File: src/rtl/sdram_pkg.sv
// sdram_pkg: shared state encoding, timing defaults and helpers
// for the SDRAM command sequencer and its wait counter.
package sdram_pkg;

  localparam logic HIGH = 1'b1;
  localparam logic LOW  = 1'b0;

  localparam int DEF_ROW_BITS = 8;
  localparam int DEF_COL_BITS = 8;
  localparam int DEF_T_RCD    = 2;
  localparam int DEF_T_CAS    = 2;
  localparam int DEF_T_RP     = 2;

  typedef enum logic [2:0] {
    ST_IDLE      = 3'd0,
    ST_ACTIVATE  = 3'd1,
    ST_RCD_WAIT  = 3'd2,
    ST_COLUMN    = 3'd3,
    ST_CAS_WAIT  = 3'd4,
    ST_PRECHARGE = 3'd5,
    ST_RP_WAIT   = 3'd6
  } state_e;

  function automatic int max3(
    input int a,
    input int b,
    input int c
  );
    int m;
    m = a;
    if (b > m) m = b;
    if (c > m) m = c;
    return m;
  endfunction

  function automatic int cnt_width(input int tmax);
    return (tmax <= 2) ? 1 : $clog2(tmax);
  endfunction

  // The strobe state itself is one of the T cycles and the
  // zero-count wait cycle is another, hence T-2.
  function automatic int wait_load(input int t);
    return (t >= 2) ? t - 2 : 0;
  endfunction

endpackage

File: src/rtl/sdram_wait_counter.sv
// sdram_wait_counter: loadable down-counter with zero flag,
// shared by the tRCD, CAS-latency and tRP wait states.
// Ports:
//   clk_i, reset_i   clock, sync active-high reset
//   load_i           load load_val_i (wins over dec_i)
//   load_val_i       value to load
//   dec_i            decrement, saturating at zero
//   zero_o           count is zero
module sdram_wait_counter #(
  parameter int W = 1
) (
  input  logic         clk_i,
  input  logic         reset_i,
  input  logic         load_i,
  input  logic [W-1:0] load_val_i,
  input  logic         dec_i,
  output logic         zero_o
);

  logic [W-1:0] cnt_q;
  logic [W-1:0] cnt_d;

  always_comb begin
    cnt_d = cnt_q;
    if (load_i) begin
      cnt_d = load_val_i;
    end else if (dec_i && (cnt_q != '0)) begin
      cnt_d = cnt_q - W'(1);
    end
  end

  always_ff @(posedge clk_i) begin
    if (reset_i) begin
      cnt_q <= '0;
    end else begin
      cnt_q <= cnt_d;
    end
  end

  assign zero_o = (cnt_q == '0);

endmodule

File: src/rtl/sdram_cmd_sequencer.sv
// sdram_cmd_sequencer: accepts one request and issues a closed-page
// RAS / CAS / precharge sequence honouring tRCD, CL and tRP.
// Ports:
//   clk, reset            clock, sync active-high reset
//   ReqValid/ReqReady     request handshake
//   ReqWrite, ReqAddr     access type and flat {row,col} address
//   RAS, CAS, WE, PRE     registered command strobes
//   RowAddrOut/ColAddrOut registered decoder addresses
//   Done                  access complete (with PRE)
module sdram_cmd_sequencer
  import sdram_pkg::*;
#(
  parameter int ROW_ADDR_DEPTH = DEF_ROW_BITS,
  parameter int COL_ADDR_DEPTH = DEF_COL_BITS,
  parameter int T_RCD          = DEF_T_RCD,
  parameter int T_CAS          = DEF_T_CAS,
  parameter int T_RP           = DEF_T_RP
) (
  input  logic clk,
  input  logic reset,
  input  logic ReqValid,
  output logic ReqReady,
  input  logic ReqWrite,
  input  logic [ROW_ADDR_DEPTH+COL_ADDR_DEPTH-1:0] ReqAddr,
  output logic RAS,
  output logic CAS,
  output logic WE,
  output logic PRE,
  output logic [ROW_ADDR_DEPTH-1:0] RowAddrOut,
  output logic [COL_ADDR_DEPTH-1:0] ColAddrOut,
  output logic Done
);

  localparam int AW = ROW_ADDR_DEPTH + COL_ADDR_DEPTH;
  localparam int CW = cnt_width(max3(T_RCD, T_CAS, T_RP));

  if (T_RCD < 1 || T_CAS < 1 || T_RP < 1) begin : g_bad_timing
    $error("sdram_cmd_sequencer: T_RCD/T_CAS/T_RP must be >= 1");
  end

  state_e state_q;
  state_e state_d;

  logic                      wr_q;
  logic [COL_ADDR_DEPTH-1:0] col_q;

  logic                      ras_q;
  logic                      cas_q;
  logic                      we_q;
  logic                      pre_q;
  logic                      done_q;
  logic [ROW_ADDR_DEPTH-1:0] row_out_q;
  logic [COL_ADDR_DEPTH-1:0] col_out_q;

  logic          enter_act;
  logic          enter_col;
  logic          enter_pre;
  logic          cnt_ld;
  logic          cnt_dec;
  logic [CW-1:0] cnt_ld_val;
  logic          cnt_zero;

  always_comb begin
    state_d   = state_q;
    enter_act = LOW;
    enter_col = LOW;
    enter_pre = LOW;
    cnt_dec   = LOW;
    unique case (state_q)
      ST_IDLE: begin
        if (ReqValid) begin
          state_d   = ST_ACTIVATE;
          enter_act = HIGH;
        end
      end
      ST_ACTIVATE: begin
        if (T_RCD == 1) begin
          state_d   = ST_COLUMN;
          enter_col = HIGH;
        end else begin
          state_d = ST_RCD_WAIT;
        end
      end
      ST_RCD_WAIT: begin
        cnt_dec = HIGH;
        if (cnt_zero) begin
          state_d   = ST_COLUMN;
          enter_col = HIGH;
        end
      end
      ST_COLUMN: begin
        if (T_CAS == 1) begin
          state_d   = ST_PRECHARGE;
          enter_pre = HIGH;
        end else begin
          state_d = ST_CAS_WAIT;
        end
      end
      ST_CAS_WAIT: begin
        cnt_dec = HIGH;
        if (cnt_zero) begin
          state_d   = ST_PRECHARGE;
          enter_pre = HIGH;
        end
      end
      ST_PRECHARGE: begin
        if (T_RP == 1) begin
          state_d = ST_IDLE;
        end else begin
          state_d = ST_RP_WAIT;
        end
      end
      ST_RP_WAIT: begin
        cnt_dec = HIGH;
        if (cnt_zero) begin
          state_d = ST_IDLE;
        end
      end
      default: state_d = ST_IDLE;
    endcase
  end

  // Each strobe state preloads the wait that follows it.
  always_comb begin
    cnt_ld     = LOW;
    cnt_ld_val = '0;
    unique case (1'b1)
      (state_q == ST_ACTIVATE): begin
        cnt_ld     = HIGH;
        cnt_ld_val = CW'(wait_load(T_RCD));
      end
      (state_q == ST_COLUMN): begin
        cnt_ld     = HIGH;
        cnt_ld_val = CW'(wait_load(T_CAS));
      end
      (state_q == ST_PRECHARGE): begin
        cnt_ld     = HIGH;
        cnt_ld_val = CW'(wait_load(T_RP));
      end
      default: ;
    endcase
  end

  sdram_wait_counter #(
    .W (CW)
  ) u_wait (
    .clk_i      (clk),
    .reset_i    (reset),
    .load_i     (cnt_ld),
    .load_val_i (cnt_ld_val),
    .dec_i      (cnt_dec),
    .zero_o     (cnt_zero)
  );

  // Outputs are registered on entry to their state so they
  // are valid for exactly the cycle the state is occupied.
  always_ff @(posedge clk) begin
    if (reset) begin
      state_q   <= ST_IDLE;
      wr_q      <= LOW;
      col_q     <= '0;
      ras_q     <= LOW;
      cas_q     <= LOW;
      we_q      <= LOW;
      pre_q     <= LOW;
      done_q    <= LOW;
      row_out_q <= '0;
      col_out_q <= '0;
    end else begin
      state_q <= state_d;
      ras_q   <= enter_act;
      cas_q   <= enter_col;
      we_q    <= enter_col & wr_q;
      pre_q   <= enter_pre;
      done_q  <= enter_pre;
      if (enter_act) begin
        wr_q      <= ReqWrite;
        col_q     <= ReqAddr[COL_ADDR_DEPTH-1:0];
        row_out_q <= ReqAddr[AW-1 -: ROW_ADDR_DEPTH];
      end
      if (enter_col) begin
        col_out_q <= col_q;
      end
    end
  end

  assign ReqReady   = (state_q == ST_IDLE) && !reset;
  assign RAS        = ras_q;
  assign CAS        = cas_q;
  assign WE         = we_q;
  assign PRE        = pre_q;
  assign Done       = done_q;
  assign RowAddrOut = row_out_q;
  assign ColAddrOut = col_out_q;

endmodule

File: config.mk
export PLATFORM = sky130hd
export DESIGN_NAME = sdram_cmd_sequencer
export DESIGN_NICKNAME = d
export VERILOG_FILES = /design/src/rtl/sdram_pkg.sv /design/src/rtl/sdram_wait_counter.sv /design/src/rtl/sdram_cmd_sequencer.sv
export SDC_FILE = /design/constraint.sdc
export NUM_CORES = 1
export LEC_CHECK = 0
export ABC_AREA = 1
export BUFFER_PORTS_ARGS = -buffer_cell sky130_fd_sc_hd__buf_2
export CAP_MARGIN = 20
export CORE_AREA = 2 2 58 60
export DETAILED_ROUTE_END_ITERATION = 10
export DIE_AREA = 0 0 60 62
export PLACE_DENSITY = 0.75
export SYNTH_ARGS = -nofsm -noshare
export SYNTH_HDL_FRONTEND = slang
export SYNTH_HIERARCHICAL = 1
export SYNTH_SLANG_ARGS = --single-unit
export TNS_END_PERCENT = 100
File: constraint.sdc
create_clock -name clk -period 3.03 [get_ports clk]
set_input_delay 0.606 -clock clk [delete_from_list [all_inputs] [get_ports clk]]
set_output_delay 0.606 -clock clk [all_outputs]
set_load 0.01 [all_outputs]
======== Word level (Yosys, flattened, before mapping) ========
Index checks and enable logic that the tools add are counted.
word-level totals
  input bits .............................. 20
  output and inout port bits .............. 22
  word-level logic and storage cells ...... 43
  register bits after elaboration ......... 33
cells by class
  $add $sub $neg .......................... 1
  multiplexer cells ....................... 11
  reduce and logical (&&, ||, !) cells .... 9
  equal/unequal tests ..................... 10
  bitwise gates (word level) .............. 2
operators with widths
  cell                   number
  $pmux W3 S7            1
  $mux W3                4
  $eq A3 B3 Y1 const B   3
  $ne A2 B2 Y1 const B   4
  $eq A3 B2 Y1 const B   2
  $mux W1                6
  $reduce_or A3 Y1       2
  $reduce_and A4 Y1      1
  $reduce_or A2 Y1       2
  $eq A3 B1 Y1 const B   1
  $logic_not A3 Y1       1
  $logic_and A1 B1 Y1    2
  $and A1 B1 Y1          1
  $logic_not A1 Y1       1
  $not A1 Y1             1
  $sub A1 B1 Y1 const B  1

======== Depth between registers and ports, before layout ========
Gate-level depths: netlist (run 1).
  depth in word-level cells ............... 4
  depth in mapped cells ................... 7
  mapped depth without buffers ............ 7

======== By module ========
Netlist (run 1), hierarchy kept.
modules (own cells, without submodules)
  module               times used  sequential area each (sq um)  cells each  area each (sq um)
  sdram_cmd_sequencer  1           640.6                         152         1276.2
  sdram_wait_counter   1           20.0                          9           51.3

======== Worst setup path after synthesis (run 1) ========
Ideal clock, no wire load.
  path type ............................... input -> output
  from .................................... in reset
  to ...................................... out ReqReady
  path slack .............................. 1.619 ns
  buffers on the path ..................... 0
  arrival time ............................ 0.805 ns
  cell stages on the path ................. 1
  cells stage by stage .................... nor2_1
on the way
  word-level cells in the longest chain between the ends .. 2
ends and longest elaborated chain
  element              line                        text
  start: declaration   sdram_cmd_sequencer.sv:20   input logic reset,
  $logic_not A1 Y1     sdram_cmd_sequencer.sv:187  assign ReqReady = (state_q == ST_IDLE) && !reset;
  $logic_and A1 B1 Y1  sdram_cmd_sequencer.sv:187
  end: declaration     sdram_cmd_sequencer.sv:22   output logic ReqReady,
Every way passes these cells.

======== Worst setup path in the final report (run 1) ========
  from .................................... reg state_q[0]
  to ...................................... out ReqReady
on the way
  word-level cells in the longest chain between the ends .. 2
ends and longest elaborated chain
  element                   line                        text
  start: declaration        sdram_cmd_sequencer.sv:41   state_e state_q;
  start signal: assignment  sdram_cmd_sequencer.sv:170  state_q <= state_d;
  $logic_not A3 Y1          sdram_cmd_sequencer.sv:187
  $logic_and A1 B1 Y1       sdram_cmd_sequencer.sv:187
Every way passes these cells.

==> key figures, run 1 <==
Clock network
  – Worst-path clk slew: approximately 0.09 ns
  – CTS Buf Count: 5
  – Clock sinks: 33
  – H-Tree Depth: 2
  – Skew-Pair Late Insertion Delay: 0.31 ns
  – Clock tree buffer depth: 2
  – CTS root buffer: clkbuf_4
  – CTS tree: done
  – PostCTS Resize Cnt: 0
  – Hold_buf cts: 0
  – Setup bufs post-CTS: 0

Global route
  – Initial antenna violation count: 0
  – Vias in the first global route: 953
  – First-pass GRT wire length: 4050 um
  – Largest net degree at the start of global routing: 31
  – Congestion Overflow GR: 0
  – Tot GR Track Use: between 10 and 15%

Yosys
  – Main area contributors after synthesis: dfxtp_1 (50%), nand2_1 (12%), a21oi_1 (6.8%), a21oi_2 (6.6%), nand2_2 (5.2%)
  – Dominant cell type by area after synthesis: dfxtp_1
  – Register area share after synthesis: 49.8%
  – Syn Inst Count: roughly 160
  – Ys Warns: 6
  – Netlist cell types: 23
  – Average size of a mapped cell: ~8.2 sq um
  – Cell Area, Synth: between 1000 and 1500 sq um
  – Yosys top cell area share: between 40% and 50%
  – Mapped Nets: ~180
  – Flip-flop and latch count after synthesis: 33

Worst setup path
  – Crit Path Max Fanout: 5
  – Setup crit end: ReqReady
  – Crit-path cells: nor2_4 > nand2_1 > nor2_1 > buf_2
  – Crit Reg-Reg Startpoint: state_q[0]$_SDFFE_PP0P_
  – Critical Path AT: 1.23 ns
  – Critical path class: flop to primary output
  – CP delay by family, top: flip-flops
  – Flop-to-flop setup slack: about 1.7 ns
  – Slowest CP cell: dfxtp_1
  – Critical Path Max Stage Delay: 0.40 ns
  – Worst setup startpoint: state_q[0]$_SDFFE_PP0P_
  – End of the worst register-to-register path: col_q[7]$_SDFFE_PP0P_
  – Critical Path Sink Type: primary output
  – Startpoint types: flop
  – Critical path depth in cells: 4
  – Buf/Inv on CP: 1
  – Worst r2r path cells: 5
  – Worst Path Required: 2.42 ns

Floorplan
  – Cell Rows: 21
  – Die X: about 60 um
  – Die footprint: about 3700 sq um
  – Initial core utilization: between 40% and 50%
  – Die Ht: 62 um
  – Core area: ~3200 sq um
  – Io pins: 42

STA
  – Fmax: about 0.54 GHz
  – RSZ-0062 raised after global routing: false
  – Final worst-path cycle share: ~61%
  – Post-route minimum period: between 1.5 and 2 ns
  – Clock skew: approximately 0.0079 ns
  – Final Max Tran Viols: 0
  – Final Hold Fails: 0
  – Fin Setup TNS: 0 ns
  – Final setup fails: 0

Placed design
  – DP Wirelength: about 1800 um
  – PortBufs: between 40 and 50
  – GPL Wtd Cong: around 0.85

Route
  – Final ANT Viol Nets: 0
  – DR vias/cell: around 4.5
  – 1st-pass router iterations: 4
  – Wire per inst: 9.93 um
  – Routed Wire Length: about 2500 um
  – DRC: 0
  – Vias post-DR: approximately 1100
  – Starting DRC count in detailed routing: 22

Flow run
  – Max-cap viol count: 0

Power
  – PwrDens: 602 nW/um^2
  – Max VDD drop: ~310 uV
  – Leak: between 0.7 and 0.8 nW
  – Total power: roughly 960 uW

Finish
  – Layout cells sized above 1: 37.3%
  – Ant. Diodes: 0
  – Nets@finish: roughly 220
  – P&R area growth vs syn: 20.5%

Worst hold path
  – HP Class: flop to flop

Outcome
  – Outcome: complete, no violations
worst min-delay path by stage:
stage,startpoint,end,slack (ns),cells past startpoint
after floorplan,wr_q$_SDFFE_PP0P_,WE$_SDFF_PP0_,0.43,2
after detailed placement,RowAddrOut[4]$_SDFFE_PP0P_,RowAddrOut[4]$_SDFFE_PP0P_,0.45,2
final,ColAddrOut[4]$_SDFFE_PP0P_,ColAddrOut[4]$_SDFFE_PP0P_,0.46,2
after global placement,ColAddrOut[1]$_SDFFE_PP0P_,ColAddrOut[1]$_SDFFE_PP0P_,0.45,2
after CTS,ColAddrOut[5]$_SDFFE_PP0P_,ColAddrOut[5]$_SDFFE_PP0P_,0.47,2
after global routing,ColAddrOut[4]$_SDFFE_PP0P_,ColAddrOut[4]$_SDFFE_PP0P_,0.49,2
per-stage QoR:
stage / instance area [sq um] / cells / setup WS [ns] / hold WS [ns] / util (%)
after global routing: 1600 / 250 / 1.07 / 0.486 / 50.3
final: 1600 / 250 / 1.19 / 0.464 / 50.3
after detailed placement: 1550 / 242 / 1.45 / 0.452 / 48.7
after CTS: 1600 / 250 / 1.17 / 0.466 / 50.3
after floorplan: 1330 / 161 / 1.62 / 0.431 / -
after global placement: 1550 / 242 / 1.46 / 0.446 / 48.7
synthesized netlist by cell type, drive strengths merged:
| cell | number |
|---|---|
| o211ai | 1 |
| nand2 | 52 |
| buf | 4 |
| a21oi | 28 |
| nand3 | 13 |
| clkbuf | 3 |
| o21a | 1 |
| dfxtp | 33 |
| inv | 12 |
| nor4 | 1 |
| nand3b | 1 |
| nor2 | 11 |
| conb | 1 |
flip-flops by register name, summed over array words and instances (netlist names):
signal        count
CAS               1
ColAddrOut        8
Done              1
RAS               1
RowAddrOut        8
WE                1
col_q             8
state_q           3
u_wait/cnt_q      1
wr_q              1
per-layer routing:
| layer | vias to the layer above | global-route usage [%] | part of all wire [%] |
|---|---|---|---|
| li1 | 601 | - | - |
| met1 | 488 | 18.1 | 48 |
| met2 | 33 | 22.7 | 45 |
| met5 | - | 0 | 0 |
| met4 | 0 | 5.40 | 0.56 |
| met3 | 2 | 5.59 | 6.1 |
worst min-delay path, cell delays in order (launching register included):
cell and delay, ns:
dfxtp_1 0.32, nand2_1 0.06, a21oi_1 0.05
logic make-up (layout without fill, tap and decap cells):
| logic type | count (synthesis) | count (layout) | synth area share, % |
|---|---|---|---|
| other | 1 | 1 | 0.282 |
| buffers and inverters | 19 | 62 | 7.35 |
| AOI/OAI and AO/OA | 30 | 30 | 14.5 |
| and+or+nand+nor | 78 | 78 | 28.1 |
| DFF | 33 | 33 | 49.8 |
power by group:
part	switching (mW)	total, mW	internal, mW
logic	0.148	0.230	0.0824
clock network	0.137	0.225	0.0884
registers	0.0307	0.507	0.476
total	0.315	0.963	0.647
cell usage in the layout, fill, tap and decap left out:
master     n
buf_2     41
inv_2      1
o211ai_1   1
nor4_1     1
clkbuf_4   5
dfxtp_1   33
a21oi_2   10
nor2_2     1
conb_1     1
o21a_1     1
nor2_4     2
inv_4      1
a21oi_1   18
buf_4      1
nand3b_1   1
nor2_1     8
nand3_1   12
nand2_2   11
clkinv_2   2
clkbuf_1   1
nand2_1   41
nand3_4    1
inv_1     10
area by class of cell:
| cell class | count | area, sq um |
|---|---|---|
| Sequential cell | 33 | 661 |
| Fill cell | 309 | 1580 |
| Clock inverter | 2 | 10.0 |
| Inverter | 12 | 47.5 |
| Clock buffer | 6 | 41.3 |
| Multi-Input combinational cell | 109 | 569 |
| Tap cell | 46 | 57.6 |
| Timing Repair Buffer | 42 | 213 |
(Power assumes the default switching activity.)
==> inputs of run 2 (changes only) <==
- PLACE_DENSITY: 0.75 -> 0.78
- clock period: 3.03 -> 1.6 ns (I/O delays scaled with it)
==> run 2 against run 1 <==
  * Worst hold slack got worse by 0.24 ns
  * Cell area is 2.7% higher
  * Sequential power is 91% higher
  * Global-route usage up 1.1 points
  * Wire length up 5.5%
  * Non-clock buffer count is 2 higher
  * Clock power grew 140%
  * Sequential share of layout area shrank 0.80 points
  * Die area stayed put
  * Flip-flop and latch count unchanged
  * Critical path depth unchanged
  * Critical path type unchanged
  * Critical endpoint unchanged
==> key figures, run 2 (synthesized netlist as in run 1, its figures left out) <==
Floorplan
  – Initial core utilization: 41.8% (unchanged)
  – Die Ht: 62 um (unchanged)
  – Die footprint: 3720 sq um (unchanged)
  – Cell Rows: 21 (unchanged)
  – Die X: 60 um (unchanged)
  – Io pins: 42 (unchanged)
  – Core area: 3180 sq um (unchanged)

Power
  – Max VDD drop: 500 uV (was 315 uV)
  – Switching power total: 623 uW (was 315 uW)
  – Cell Int Power: 1.33 mW (was 647 uW)
  – Net Sw Frac: 31.8% (was 32.8%)
  – Comb pwr share: 23.6% (was 23.9%)
  – PwrDens: 1190 nW/um^2 (was 602 nW/um^2)
  – Clk network pwr share: 27.0% (was 23.4%)
  – Power share of the sequential group: 49.3% (was 52.7%)
  – Leak: 0.726 nW (was 0.707 nW)

Worst setup path
  – Critical path class: flop to primary output (unchanged)
  – Crit Path Max Fanout: 7 (was 5)
  – Worst Path Required: 1.28 ns (was 2.42 ns)
  – Critical Path AT: 1.20 ns (was 1.23 ns)
  – Startpoint types: flop (unchanged)
  – Critical Path Sink Type: primary output (unchanged)

STA
  – Final worst-path cycle share: 95.1%
  – Min setup slack post-route: 0.0787 ns (was 1.19 ns)
  – Worst hold margin: 0.221 ns (was 0.464 ns)
  – Final setup fails: 0 (unchanged)
  – Clock skew: 0.00646 ns (was 0.00787 ns)
  – Final Hold Fails: 0 (unchanged)
  – Final Max Tran Viols: 0 (unchanged)
  – Fmax: between 0.6 and 0.7 GHz
  – Post-route minimum period: between 1.5 and 2 ns

Clock network
  – Skew-Pair Late Insertion Delay: 0.33 ns (was 0.31 ns)
  – Clock sinks: 33 (unchanged)
  – CTS Buf Count: 5 (unchanged)
  – CTS root buffer: clkbuf_4 (unchanged)
  – H-Tree Depth: 2 (unchanged)
  – Clock tree buffer depth: 2 (unchanged)
  – Hold_buf cts: 0 (unchanged)
  – Worst-path clk slew: 0.10 ns (was 0.09 ns)
  – CTS tree: done (unchanged)

Flow run
  – Max-cap viol count: 0 (unchanged)

Route
  – DR vias/cell: 4.50 (about the same)
  – Wire per inst: 10.4 um (was 9.93 um)
  – Routed Wire Length: 2620 um (was 2480 um)
  – 1st-pass router iterations: 4 (unchanged)
  – Vias post-DR: 1133 (was 1124)
  – DRC: 0 (unchanged)
  – Final ANT Viol Nets: 0 (unchanged)
  – Starting DRC count in detailed routing: 26 (was 22)

Global route
  – Initial antenna violation count: 0 (unchanged)
  – Vias in the first global route: 996 (was 953)
  – Largest net degree at the start of global routing: 23 (was 31)
  – First-pass GRT wire length: 4240 um (was 4050 um)
  – Tot GR Track Use: 15.5% (was 14.5%)
  – Congestion Overflow GR: 0 (unchanged)

Finish
  – Most common cell after layout, fill and taps aside: buf_2
  – Nets@finish: 225 (was 223)
  – Layout cells sized above 1: 40.3% (was 37.3%)
  – Commonest cells after routing, fill and taps aside: buf_2 (41), nand2_1 (40), dfxtp_1 (31) (was nand2_1 (41), buf_2 (41), dfxtp_1 (33))
  – Ant. Diodes: 0 (unchanged)
  – P&R area growth vs syn: 23.8% (was 20.5%)

Placed design
  – GPL Wtd Cong: 0.876 (was 0.851)
  – Place WS: 0.334 ns (was 1.45 ns)
  – DP Wirelength: 1880 um (was 1780 um)
  – PortBufs: 41 (unchanged)

Worst hold path
  – HP Class: input pin to flop (was flop to flop)

Outcome
  – Outcome: complete, no violations (unchanged)
run 2: final cells by class:
type	instances	area, sq um
multi-input cells	109	574
repair buffers	44	228
well taps	46	57.6
flip-flops and latches	33	666
fillers	325	1540
clock inverters	1	5.00
clock buffers	7	65.1
inverters	12	47.5
run 2: through the flow:
step | cells | total power, mW | TNS (ns) | cell area (sq um) | util [%]
4_1_cts | 251 | 1.96 | 0 | 1630 | 51.2
6_report | 252 | 1.96 | 0 | 1640 | 51.7
3_5_place_dp | 243 | 1.43 | 0 | 1560 | 48.9
5_1_grt | 252 | 2.08 | -0.00679 | 1640 | 51.7
3_3_place_gp | 243 | 1.42 | 0 | 1560 | 48.9
2_1_floorplan | 161 | 1.32 | 0 | 1330 | -
run 2: worst paths after layout:
| check | from | end | slack [ns] | depth (start not counted) |
|---|---|---|---|---|
| max | state_q[1]$_SDFFE_PP0P_ | ReqReady | 0.08 | 4 |
| min | ReqAddr[5] | col_q[5]$_SDFFE_PP0P_ | 0.22 | 3 |
| max reg2reg | state_q[1]$_SDFFE_PP0P_ | RowAddrOut[2]$_SDFFE_PP0P_ | 0.34 | 5 |
| min reg2reg | ColAddrOut[4]$_SDFFE_PP0P_ | ColAddrOut[4]$_SDFFE_PP0P_ | 0.46 | 2 |
run 2: power by group through the flow:
stage               clock [mW]  combinational [mW]  sequential [mW]
floorplan                    0               0.334            0.986
global route             0.577               0.522            0.979
CTS                      0.549               0.449            0.963
global placement             0               0.439            0.979
finish                   0.529               0.463            0.966
detailed placement           0               0.447            0.980
run 2: metal layers:
layer,vias up,track usage (%),share of wire [%]
met5,-,0,0
li1,602,-,-
met4,0,7.62,1.9
met1,492,18.6,47
met3,7,5.59,6.2
met2,32,24.8,45
run 2: what timing repair did:
item / CTS / global route
pin swaps: 0 / 1
resized for setup: 1 / 4
buffers inserted: 0 / 1
setup endpoints to repair: 1 / 1
run 2: critical path, stage by stage (launching register included):
cell and delay [ns]:
dfxtp_4 0.38, nor2_4 0.19, nand2_2 0.07, nor2_2 0.09, buf_2 0.13
==> inputs of run 3 (changes only) <==
- PLACE_DENSITY: 0.78 -> 0.76
- SYNTH_HIERARCHICAL: 1 -> not set
- clock period: 1.6 -> 1.3 ns (I/O delays scaled with it)
==> run 3 against run 2 <==
  * The run now ends with negative setup slack left
  * Synthesized cell count fell by 9.9%
  * Area after synthesis fell by 3.3%
  * Critical endpoint unchanged
  * Highest routed layer unchanged
  * Wire length is 2.0% lower
==> key figures, run 3 <==
Global route
  – First-pass GRT wire length: 3930 um (was 4240 um)
  – Tot GR Track Use: 14.6% (was 15.5%)
  – Initial antenna violation count: 0 (unchanged)
  – GR Util met3: 6.42% (was 5.59%)
  – Vias in the first global route: 912 (was 996)
  – Grt met1 use: 18.0% (was 18.6%)
  – Met2 Track Usage GR: 22.2% (was 24.8%)
  – Gr busiest metal: met2 (unchanged)
  – Congestion Overflow GR: 0 (unchanged)
  – Largest net degree at the start of global routing: 32 (was 23)

Finish
  – Commonest cells after routing, fill and taps aside: buf_2 (41), dfxtp_1 (30), a21oi_1 (26) (was buf_2 (41), nand2_1 (40), dfxtp_1 (31))
  – Layout cells sized above 1: 37.9% (was 40.3%)
  – Nets@finish: 214 (was 225)
  – Most common cell after layout, fill and taps aside: buf_2 (unchanged)
  – P&R area growth vs syn: 28.1% (was 23.8%)
  – FILL cells: 302 (was 325)
  – Ant. Diodes: 0 (unchanged)
  – Non-filler cells, final: 241 (was 252)

Worst setup path
  – Crit-path cells: nor2_4 > nand2_2 > nor2_1 > buf_2 (was nor2_4 > nand2_2 > nor2_2 > buf_2)
  – Critical path class: flop to primary output (unchanged)
  – Critical Path Sink Type: primary output (unchanged)
  – Critical Path Max Stage Delay: 0.37 ns (was 0.38 ns)
  – Worst r2r path cells: 6 (was 5)
  – Worst setup startpoint: state_q[1]$_SDFFE_PP0P_ (unchanged)
  – End of the worst register-to-register path: col_q[4]$_SDFFE_PP0P_ (was RowAddrOut[2]$_SDFFE_PP0P_)
  – Worst Path Required: 1.04 ns (was 1.28 ns)
  – Flop-to-flop setup slack: 0.08 ns (was 0.34 ns)
  – Crit Path Max Fanout: 2 (was 7)
  – Crit Reg-Reg Startpoint: state_q[1]$_SDFFE_PP0P_ (unchanged)
  – Slowest CP cell: dfxtp_4 (unchanged)
  – Critical Path AT: 1.08 ns (was 1.20 ns)
  – Startpoint types: flop (unchanged)

Clock network
  – CTS Buf Count: 5 (unchanged)
  – Clock sinks: 33 (unchanged)
  – H-Tree Depth: 2 (unchanged)
  – CTS tree: done (unchanged)
  – Skew-Pair Late Insertion Delay: 0.33 ns (about the same)
  – Clock tree buffer depth: 2 (unchanged)
  – CTS root buffer: clkbuf_4 (unchanged)
  – Worst-path clk slew: 0.11 ns (was 0.10 ns)

Route
  – 1st-pass router iterations: 4 (unchanged)
  – DR vias/cell: 4.43 (was 4.50)
  – Routed Wire Length: 2570 um (was 2620 um)
  – Vias post-DR: 1068 (was 1133)
  – Starting DRC count in detailed routing: 21 (was 26)
  – Wire per inst: 10.6 um (was 10.4 um)
  – Final ANT Viol Nets: 0 (unchanged)
  – DRC: 0 (unchanged)

STA
  – Slew headroom: about 86%
  – Min setup slack post-route: -0.0381 ns (was 0.0787 ns)
  – Fmax: around 0.75 GHz
  – Final Hold Fails: 0 (unchanged)
  – Worst hold margin: 0.186 ns (was 0.221 ns)
  – Worst Tran Pin Value: roughly 0.2 ns
  – Final worst-path cycle share: 103%
  – Post-route minimum period: 1.34 ns
  – Final setup fails: 1 (was 0)
  – Final Max Tran Viols: 0 (unchanged)
  – RSZ-0062 raised after global routing: true
  – Clock skew: 0.0127 ns (was 0.00646 ns)

Yosys
  – Yosys top cell area share: 51.5% (was 49.8%)
  – Top_reg_cell synth: dfxtp_1 (unchanged)
  – Main area contributors after synthesis: dfxtp_1 (51%), a21oi_1 (10%), inv_1 (6.1%), o21ai_0 (5.5%), buf_6 (4.4%) (was dfxtp_1 (50%), nand2_1 (12%), a21oi_1 (6.8%), a21oi_2 (6.6%), nand2_2 (5.2%))
  – Post-synth EDFFs: 0 (unchanged)
  – Flip-flop and latch count after synthesis: 33 (unchanged)
  – Post-synth top cells: dfxtp_1 (33), a21oi_1 (26), inv_1 (21) (was nand2_1 (41), dfxtp_1 (33), a21oi_1 (18))
  – Register area share after synthesis: 51.5% (was 49.8%)
  – Mapped Nets: 165 (was 181)
  – Average size of a mapped cell: 8.85 sq um (was 8.25 sq um)
  – Cell with the most instances after synthesis: dfxtp_1 (was nand2_1)
  – Asr flop ratio synth: 0% (unchanged)
  – Netlist cell types: 23 (unchanged)
  – Cell Area, Synth: 1280 sq um (was 1330 sq um)
  – Syn Inst Count: 145 (was 161)
  – Ys Warns: 0 (was 6)
  – Dominant cell type by area after synthesis: dfxtp_1 (unchanged)

Placed design
  – DP Wirelength: 1770 um (was 1880 um)
  – Dpl cells: 229 (was 243)
  – PortBufs: 41 (unchanged)
  – GPL Wtd Cong: 0.819 (was 0.876)

Worst hold path
  – Worst hold path depth: 3 (unchanged)
  – Hold Crit Start: ReqAddr[0] (was ReqAddr[5])
  – HP Class: input pin to flop (unchanged)
  – Hold worst-path end: col_q[0]$_SDFFE_PP0P_ (was col_q[5]$_SDFFE_PP0P_)

Power
  – Leak: 0.748 nW (was 0.726 nW)
  – Max VDD drop: 745 uV (was 500 uV)
  – PwrDens: 1600 nW/um^2 (was 1190 nW/um^2)
  – Total power: 2.62 mW (was 1.96 mW)

Floorplan
  – Core area: 3180 sq um (unchanged)
  – Cell Rows: 21 (unchanged)
  – Initial core utilization: 40.4% (was 41.8%)
  – Die Ht: 62 um (unchanged)
  – Die X: 60 um (unchanged)
  – Die footprint: 3720 sq um (unchanged)
  – Io pins: 42 (unchanged)

Flow run
  – Max-cap viol count: 0 (unchanged)

Outcome
  – Outcome: finished, violations left (was complete, no violations)
  – Failing checks: negative setup slack
run 3: changes by cell type after synthesis, sizes merged, moves of 2 or more:
cell	change
o21ai	+27
nand2	-45
nor3	+3
nand3	-7
buf	+4
nor2	-5
clkbuf	-2
inv	+12
run 3: worst max-delay path, delay by kind of cell, from the launching register on:
| family | cells | cell delay, ns |
|---|---|---|
| flip-flops | 1 | 0.37 |
| buffers and inverters | 1 | 0.13 |
| AND/OR/NAND/NOR | 3 | 0.26 |
run 3: final cells by class:
cell class                 instances  area, sq um  share of cell area (%)
sequential                        33          667                    40.6
timing repair buffer              51          293                    17.8
tap                               46         57.6                    3.50
clock buffer                       7         55.1                    3.35
multi-input combinational         79          449                    27.3
inverter                          24         92.6                    5.63
clock inverter                     1         30.0                    1.83
run 3: cell families after synthesis:
| logic type | synth area share [%] |
|---|---|
| flops | 51.5 |
| simple gates | 11.4 |
| buf+inv | 13.7 |
| compound gates | 23.4 |
run 3: power by group:
group	internal (mW)	switching (mW)	leakage, nW	total, mW
clock network	0.459	0.340	0.0455	0.799
logic	0.267	0.345	0.430	0.612
registers	1.15	0.0636	0.272	1.21
total	1.87	0.749	0.748	2.62
run 3: how the worst max path moves through the flow:
stage                                  to  slack [ns]  cells past startpoint
floorplan           col_q[7]$_SDFFE_PP0P_        0.24                      6
global placement    col_q[6]$_SDFFE_PP0P_        0.17                      5
detailed placement  col_q[4]$_SDFFE_PP0P_        0.12                      5
CTS                              ReqReady       -0.04                      4
global route                     ReqReady        -0.1                      4
finish                           ReqReady       -0.04                      4
run 3: timing repair:
item                       CTS  global route
pin swaps                    2             0
setup endpoints to repair    1             1
hold buffers                 0             0
resized for setup            5             0
buffers inserted             4             0
run 3: per-layer routing:
layer,vias to the layer above,share of wire (%)
li1,575,-
met1,466,44
met2,25,50
met3,2,5.3
met4,0,0.62
met5,-,0
run 3: through the flow:
stage	TNS [ns]	utilization, %	setup WS [ns]	area (sq um)
after floorplan	0	-	0.238	1280
after global placement	0	47.8	0.175	1520
after detailed placement	0	47.8	0.124	1520
after CTS	-0.0404	51.7	-0.0404	1640
after global routing	-0.0982	51.7	-0.0982	1640
final	-0.0381	51.7	-0.0381	1640
